$ cat src/rtl/nn_infer_sched.sv
`default_nettype none
// ============================================================================
// Module   : nn_infer_sched
// Brief    : Credit-based inference scheduler in front of a fixed-latency
//            top_nn; tags frames, tracks them in flight, buffers results.
// Revision : 1.0 - initial release
// ============================================================================
module nn_infer_sched #(
    parameter int IN_SIZE    = 13,
    parameter int NN_LATENCY = 4,
    parameter int FIFO_DEPTH = 4
) (
    input  logic               clk,
    input  logic               rst,
    input  logic               in_valid,
    output logic               in_ready,
    input  logic signed [15:0] in_vector       [IN_SIZE],
    output logic signed [15:0] nn_input_vector [IN_SIZE],
    input  logic        [1:0]  nn_output_value,
    output logic               out_valid,
    input  logic               out_ready,
    output logic        [1:0]  out_class,
    output logic        [7:0]  out_seq,
    output logic               busy
);

    localparam int c_STAGES = NN_LATENCY + 1;
    localparam int c_CNT_W  = $clog2(NN_LATENCY + 2);
    localparam int c_PTR_W  = $clog2(FIFO_DEPTH);
    localparam int c_FCNT_W = $clog2(FIFO_DEPTH + 1);
    localparam int c_SUM_W  = ((c_CNT_W > c_FCNT_W) ? c_CNT_W : c_FCNT_W) + 1;
    localparam logic [c_FCNT_W-1:0] c_FULL = c_FCNT_W'(FIFO_DEPTH);

    logic signed [15:0]  r_vec_q [IN_SIZE];
    logic signed [15:0]  w_vec_d [IN_SIZE];
    logic [c_STAGES-1:0] r_vld_q, w_vld_d;
    logic [7:0]          r_tag_q [c_STAGES];
    logic [7:0]          w_tag_d [c_STAGES];
    logic [7:0]          r_seq_q, w_seq_d;
    logic [c_CNT_W-1:0]  r_inflight_q, w_inflight_d;
    logic [c_PTR_W-1:0]  r_wr_ptr_q, w_wr_ptr_d;
    logic [c_PTR_W-1:0]  r_rd_ptr_q, w_rd_ptr_d;
    logic [c_FCNT_W-1:0] r_count_q, w_count_d;
    logic [9:0]          r_mem_q [FIFO_DEPTH];
    logic [9:0]          w_mem_d [FIFO_DEPTH];

    logic                w_accept;
    logic                w_push;
    logic                w_pop;
    logic [c_SUM_W-1:0]  w_credits_used;

    // Credits cover both frames in flight and results parked in the FIFO,
    // so every frame accepted is guaranteed a FIFO slot when it emerges.
    assign w_credits_used = c_SUM_W'(r_inflight_q) + c_SUM_W'(r_count_q);
    assign in_ready       = (w_credits_used < c_SUM_W'(FIFO_DEPTH));

    assign w_accept  = in_valid && in_ready;
    assign w_push    = r_vld_q[c_STAGES-1];
    assign out_valid = (r_count_q != '0);
    assign w_pop     = out_valid && out_ready;

    assign {out_class, out_seq} = r_mem_q[r_rd_ptr_q];
    assign busy                 = (r_inflight_q != '0) || (r_count_q != '0);
    assign nn_input_vector      = r_vec_q;

    always_comb begin
        w_vec_d      = r_vec_q;
        w_seq_d      = r_seq_q;
        w_vld_d      = {r_vld_q[c_STAGES-2:0], w_accept};
        w_tag_d[0]   = r_seq_q;
        for (int i = 1; i < c_STAGES; i++) begin
            w_tag_d[i] = r_tag_q[i-1];
        end
        w_inflight_d = r_inflight_q;
        w_wr_ptr_d   = r_wr_ptr_q;
        w_rd_ptr_d   = r_rd_ptr_q;
        w_count_d    = r_count_q;
        w_mem_d      = r_mem_q;

        if (w_accept) begin
            w_vec_d = in_vector;
            w_seq_d = r_seq_q + 8'd1;
        end

        if (w_accept && !w_push) begin
            w_inflight_d = r_inflight_q + c_CNT_W'(1);
        end else if (!w_accept && w_push) begin
            w_inflight_d = r_inflight_q - c_CNT_W'(1);
        end

        // The last pipe stage lines up with the cycle top_nn's output is stable.
        if (w_push) begin
            w_mem_d[r_wr_ptr_q] = {nn_output_value, r_tag_q[c_STAGES-1]};
            w_wr_ptr_d          = r_wr_ptr_q + c_PTR_W'(1);
        end
        if (w_pop) begin
            w_rd_ptr_d = r_rd_ptr_q + c_PTR_W'(1);
        end

        if (w_push && !w_pop) begin
            w_count_d = r_count_q + c_FCNT_W'(1);
        end else if (!w_push && w_pop) begin
            w_count_d = r_count_q - c_FCNT_W'(1);
        end
    end

    always_ff @(posedge clk) begin
        if (rst) begin
            for (int i = 0; i < IN_SIZE; i++) begin
                r_vec_q[i] <= '0;
            end
            for (int i = 0; i < c_STAGES; i++) begin
                r_tag_q[i] <= '0;
            end
            for (int i = 0; i < FIFO_DEPTH; i++) begin
                r_mem_q[i] <= '0;
            end
            r_vld_q      <= '0;
            r_seq_q      <= '0;
            r_inflight_q <= '0;
            r_wr_ptr_q   <= '0;
            r_rd_ptr_q   <= '0;
            r_count_q    <= '0;
        end else begin
            r_vec_q      <= w_vec_d;
            r_tag_q      <= w_tag_d;
            r_mem_q      <= w_mem_d;
            r_vld_q      <= w_vld_d;
            r_seq_q      <= w_seq_d;
            r_inflight_q <= w_inflight_d;
            r_wr_ptr_q   <= w_wr_ptr_d;
            r_rd_ptr_q   <= w_rd_ptr_d;
            r_count_q    <= w_count_d;
        end
    end

    a_no_overflow: assert property (@(posedge clk) disable iff (rst)
        !(w_push && (r_count_q == c_FULL)));

endmodule
`default_nettype wire

$ cat config.mk
export PLATFORM = sky130hd
export DESIGN_NAME = nn_infer_sched
export DESIGN_NICKNAME = d
export VERILOG_FILES = /design/src/rtl/nn_infer_sched.sv
export SDC_FILE = /design/constraint.sdc
export NUM_CORES = 1
export LEC_CHECK = 0
export BUFFER_PORTS_ARGS = -buffer_cell sky130_fd_sc_hd__buf_4
export CAP_MARGIN = 20
export CORE_AREA = 2 2 167 169
export DETAILED_ROUTE_END_ITERATION = 12
export DIE_AREA = 0 0 169 171
export HOLD_SLACK_MARGIN = 0.03
export PLACE_DENSITY = 0.71
export SLEW_MARGIN = 0
export SYNTH_ARGS = -nofsm -noshare
export SYNTH_HDL_FRONTEND = slang
export SYNTH_SLANG_ARGS = --single-unit
$ cat constraint.sdc
create_clock -name clk -period 3.2 [get_ports clk]
set_input_delay 0.32 -clock clk [delete_from_list [all_inputs] [get_ports clk]]
set_output_delay 0.32 -clock clk [all_outputs]
set_load 0.02 [all_outputs]
==> results.json <==
{
  "fmax_ghz": 0.374,
  "skew_ns": 0.0146,
  "worstPathArrival_ns": 3.09,
  "worst_slew_pin_slew_ns": 0.971,
  "start_util_pct": 42.2,
  "crit_required_ns": 3.62,
  "post_cts_resize_count": 0,
  "crit_top_cell": "ha_1",
  "p_leak_nw": 6.66,
  "cts_setup_buffers": 0,
  "crit_fanout": 7,
  "antenna_cells": 0,
  "setup-violations-final": 0,
  "cts_inserted_buffers": 34,
  "synth-simple-area-share_pct": 16.2,
  "ys_warn_count": 0,
  "synth-seq-area-share_pct": 54.0,
  "synth_area_sq_mm": 0.0115,
  "fillCellCount": 2497,
  "ir_drop_uv": 467,
  "num_rows": 61,
  "routabilityCongestion": 0.796,
  "power.density_mw_per_mm2": 799,
  "syn_inst": 1334,
  "max_stage_delay_ns": 0.55,
  "ys_ff_latch": 311,
  "rsz0062_at_grt": "no",
  "synth_top_area_share_pct": 54.0,
  "antenna_found_initial": 1,
  "reg2reg_from": "r_count_q[2]",
  "dr.pass1.iters": 5,
  "cp-start-kind": "flop",
  "port_buffers": 434,
  "route.vias.total": 11200,
  "crit_path_cell_trace": "ha_1 > or4b_4 > nor2_1 > ha_1 > inv_1 > fa_1 > xor2_1 > or3_1 > a21oi_1",
  "report.final.slew_viol_count": 0,
  "cts.clk_slew.worst_paths_ns": 0.06,
  "drive_gt1_share_pct": 30.8,
  "die_area_sq_mm": 0.0289,
  "syn_to_final_growth_pct": 39.4,
  "rrSetupSlack_ns": 0.53,
  "synthMuxAreaShare_pct": 2.80,
  "synth-edff-count": 0,
  "synth_cell_types": 32,
  "min_period_ns": 2.67,
  "nNetsFinal": 1912,
  "die_height_um": 171,
  "worst_path_max_delay_cell": "or4b_4",
  "synth_compound_gate_area_share_pct": 20.3,
  "cts_sinks": 311,
  "rr_endpoint": "r_inflight_q[2]",
  "synth_top_area_cell": "dfxtp_1",
  "crit_cells": 9,
  "yosysMostFrequentCell": "dfxtp_1",
  "drtIter0Drc": 951,
  "viasPerCell": 5.44,
  "multiInputGateArea_sq_mm": 0.00477,
  "drv_cap": 0,
  "synthFlopType": "dfxtp_1",
  "crit_type": "flop to flop",
  "ioPinCount": 435,
  "insertion_delay_ns": 0.50,
  "cts_buffer_depth": 3,
  "grt_usage_pct": 23.7,
  "grt-ovfl-total": 0,
  "fin_crit_sh_pct": 83.5,
  "seq_area_sq_mm": 0.00623,
  "ys_top_cells_by_area": "dfxtp_1 54%, a21oi_1 11%, nand3_1 9.2%, o21ai_0 9.2%, clkbuf_1 3.4%",
  "async_flop_share_pct": 0,
  "hold_path.class": "input pin to flop",
  "routed_wl_um": 37000,
  "hold_buffers": 0,
  "drc_errors": 0,
  "synth_common_cells": "311 x dfxtp_1, 252 x a21oi_1, 212 x nand3_1, 212 x o21ai_0, 103 x clkbuf_1",
  "endpoint": "r_inflight_q[2]",
  "crit_family": "simple AND/OR/NAND/NOR gates",
  "dieWidth_um": 169,
  "drtAntennaViolNets": 0,
  "cts_tree": "done",
  "synth-adder-area-share_pct": 1.32,
  "reg2regPathDepth": 9,
  "h-tree-depth": 2,
  "synth_xor_area_share_pct": 0.531,
  "core_sq_mm": 0.0273,
  "status": "completed",
  "hold_viol": 0,
  "grt_start_max_net_pins": 220,
  "fin_hold_ws_ns": 0.0730,
  "grt_pass1_wl_um": 55400,
  "syn_avg_cell_area_sq_um": 8.65,
  "dpl.hpwl_um": 24000,
  "crit_buf_inv": 1,
  "cts_root_buffer": "clkbuf_16",
  "tns_ns": 0,
  "cp-end-kind": "flop",
  "wire_per_inst_um": 18.0,
  "grt_pass1_vias": 10200,
  "max_slew_margin_pct": 35.3,
  "synth_top_family_by_area": "compound AO/OA/AOI/OAI gates",
  "syn_nets": 1559,
  "cp-startpoint": "r_count_q[2]"
}
==> cell families after synthesis <==
kind of cell,count (synthesis)
adders and majority gates,11
muxes,19
and+or+nand+nor,380
DFF,311
buffers and inverters,140
xor gates and xnor gates,7
AOI/OAI and AO/OA,466
==> report_power, final <==
| group | total, W | internal [W] | switching [W] | leakage, nW |
|---|---|---|---|---|
| Clock | 0.00402 | 0.00250 | 0.00153 | 0.578 |
| Combinational | 0.00394 | 0.00155 | 0.00239 | 3.54 |
| Sequential | 0.00489 | 0.00452 | 0.000367 | 2.54 |
| Total | 0.0128 | 0.00857 | 0.00428 | 6.66 |
==> final cells by class <==
cell class | instances | share of cell area [%]
clock buffers | 49 | 6.47
clock inverters | 9 | 0.770
inverters | 5 | 0.117
multi-input cells | 883 | 29.7
flip-flops and latches | 311 | 38.7
well taps | 346 | 2.69
repair buffers | 452 | 21.6
==> cells in the final DEF, fill, tap and decap left out, types with 2 or more instances in the layout <==
| cell | count |
|---|---|
| buf_4 | 445 |
| dfxtp_1 | 311 |
| a21oi_1 | 252 |
| o21ai_0 | 212 |
| nand3_1 | 211 |
| nand2_1 | 86 |
| nor2b_1 | 44 |
| clkbuf_16 | 37 |
| nor2_1 | 16 |
| mux4_2 | 10 |
| ha_1 | 9 |
| clkbuf_8 | 7 |
| mux2_2 | 6 |
| xor2_1 | 6 |
| buf_12 | 6 |
| inv_1 | 5 |
| or3_1 | 5 |
| clkinv_2 | 5 |
| clkbuf_1 | 5 |
| and2_1 | 4 |
| nor3_1 | 3 |
| nor4_1 | 3 |
| mux2i_1 | 3 |
| bufinv_16 | 3 |
| nor4b_2 | 2 |
| nand4_1 | 2 |
| fa_1 | 2 |
==> stage by stage <==
step	instance area [sq um]	setup slack [ns]	std cells	power [W]	utilization, %
finish	16100	0.529	2055	0.0128	58.9
global route	16100	0.397	2055	0.0135	58.9
CTS	16100	0.478	2055	0.0129	58.9
detailed placement	14900	0.555	1997	0.00890	54.6
global placement	14900	0.596	1997	0.00883	54.6
floorplan	11500	0.489	1334	0.00715	-
==> worst min-delay path by stage <==
| stage | start | endpoint | slack (ns) | cells past startpoint |
|---|---|---|---|---|
| finish | in_vector[121] | nn_input_vector[121] | 0.07 | 3 |
| global route | in_vector[31] | nn_input_vector[31] | 0.06 | 3 |
| floorplan | rst | r_tag_q[34] | 0.40 | 1 |
| detailed placement | r_tag_q[20] | r_tag_q[12] | 0.42 | 1 |
| CTS | in_vector[67] | nn_input_vector[67] | 0.05 | 3 |
| global placement | r_tag_q[8] | r_tag_q[0] | 0.42 | 1 |
==> worst min-delay path, cell delays in order <==
cell	delay, ns
buf_4	0.11
nand3_1	0.05
a21oi_1	0.05
==> sequential cells by signal, indices dropped and copies added (netlist names) <==
| signal | count |
|---|---|
| nn_input_vector | 208 |
| r_vld_q | 5 |
| r_tag_q | 40 |
| r_inflight_q | 3 |
| r_count_q | 3 |
| r_seq_q | 8 |
| r_rd_ptr_q | 2 |
| r_wr_ptr_q | 2 |
| r_mem_q | 40 |
==> per-layer routing <==
| metal | track usage (%) | vias up | part of all wire, % |
|---|---|---|---|
| met5 | 0 | - | 0 |
| met4 | 10.0 | 0 | 4.0 |
| met3 | 7.45 | 78 | 9.0 |
| met2 | 38.5 | 440 | 48 |
| met1 | 29.2 | 5285 | 39 |
| li1 | - | 5368 | - |
Power figures use the tool's default switching activity.
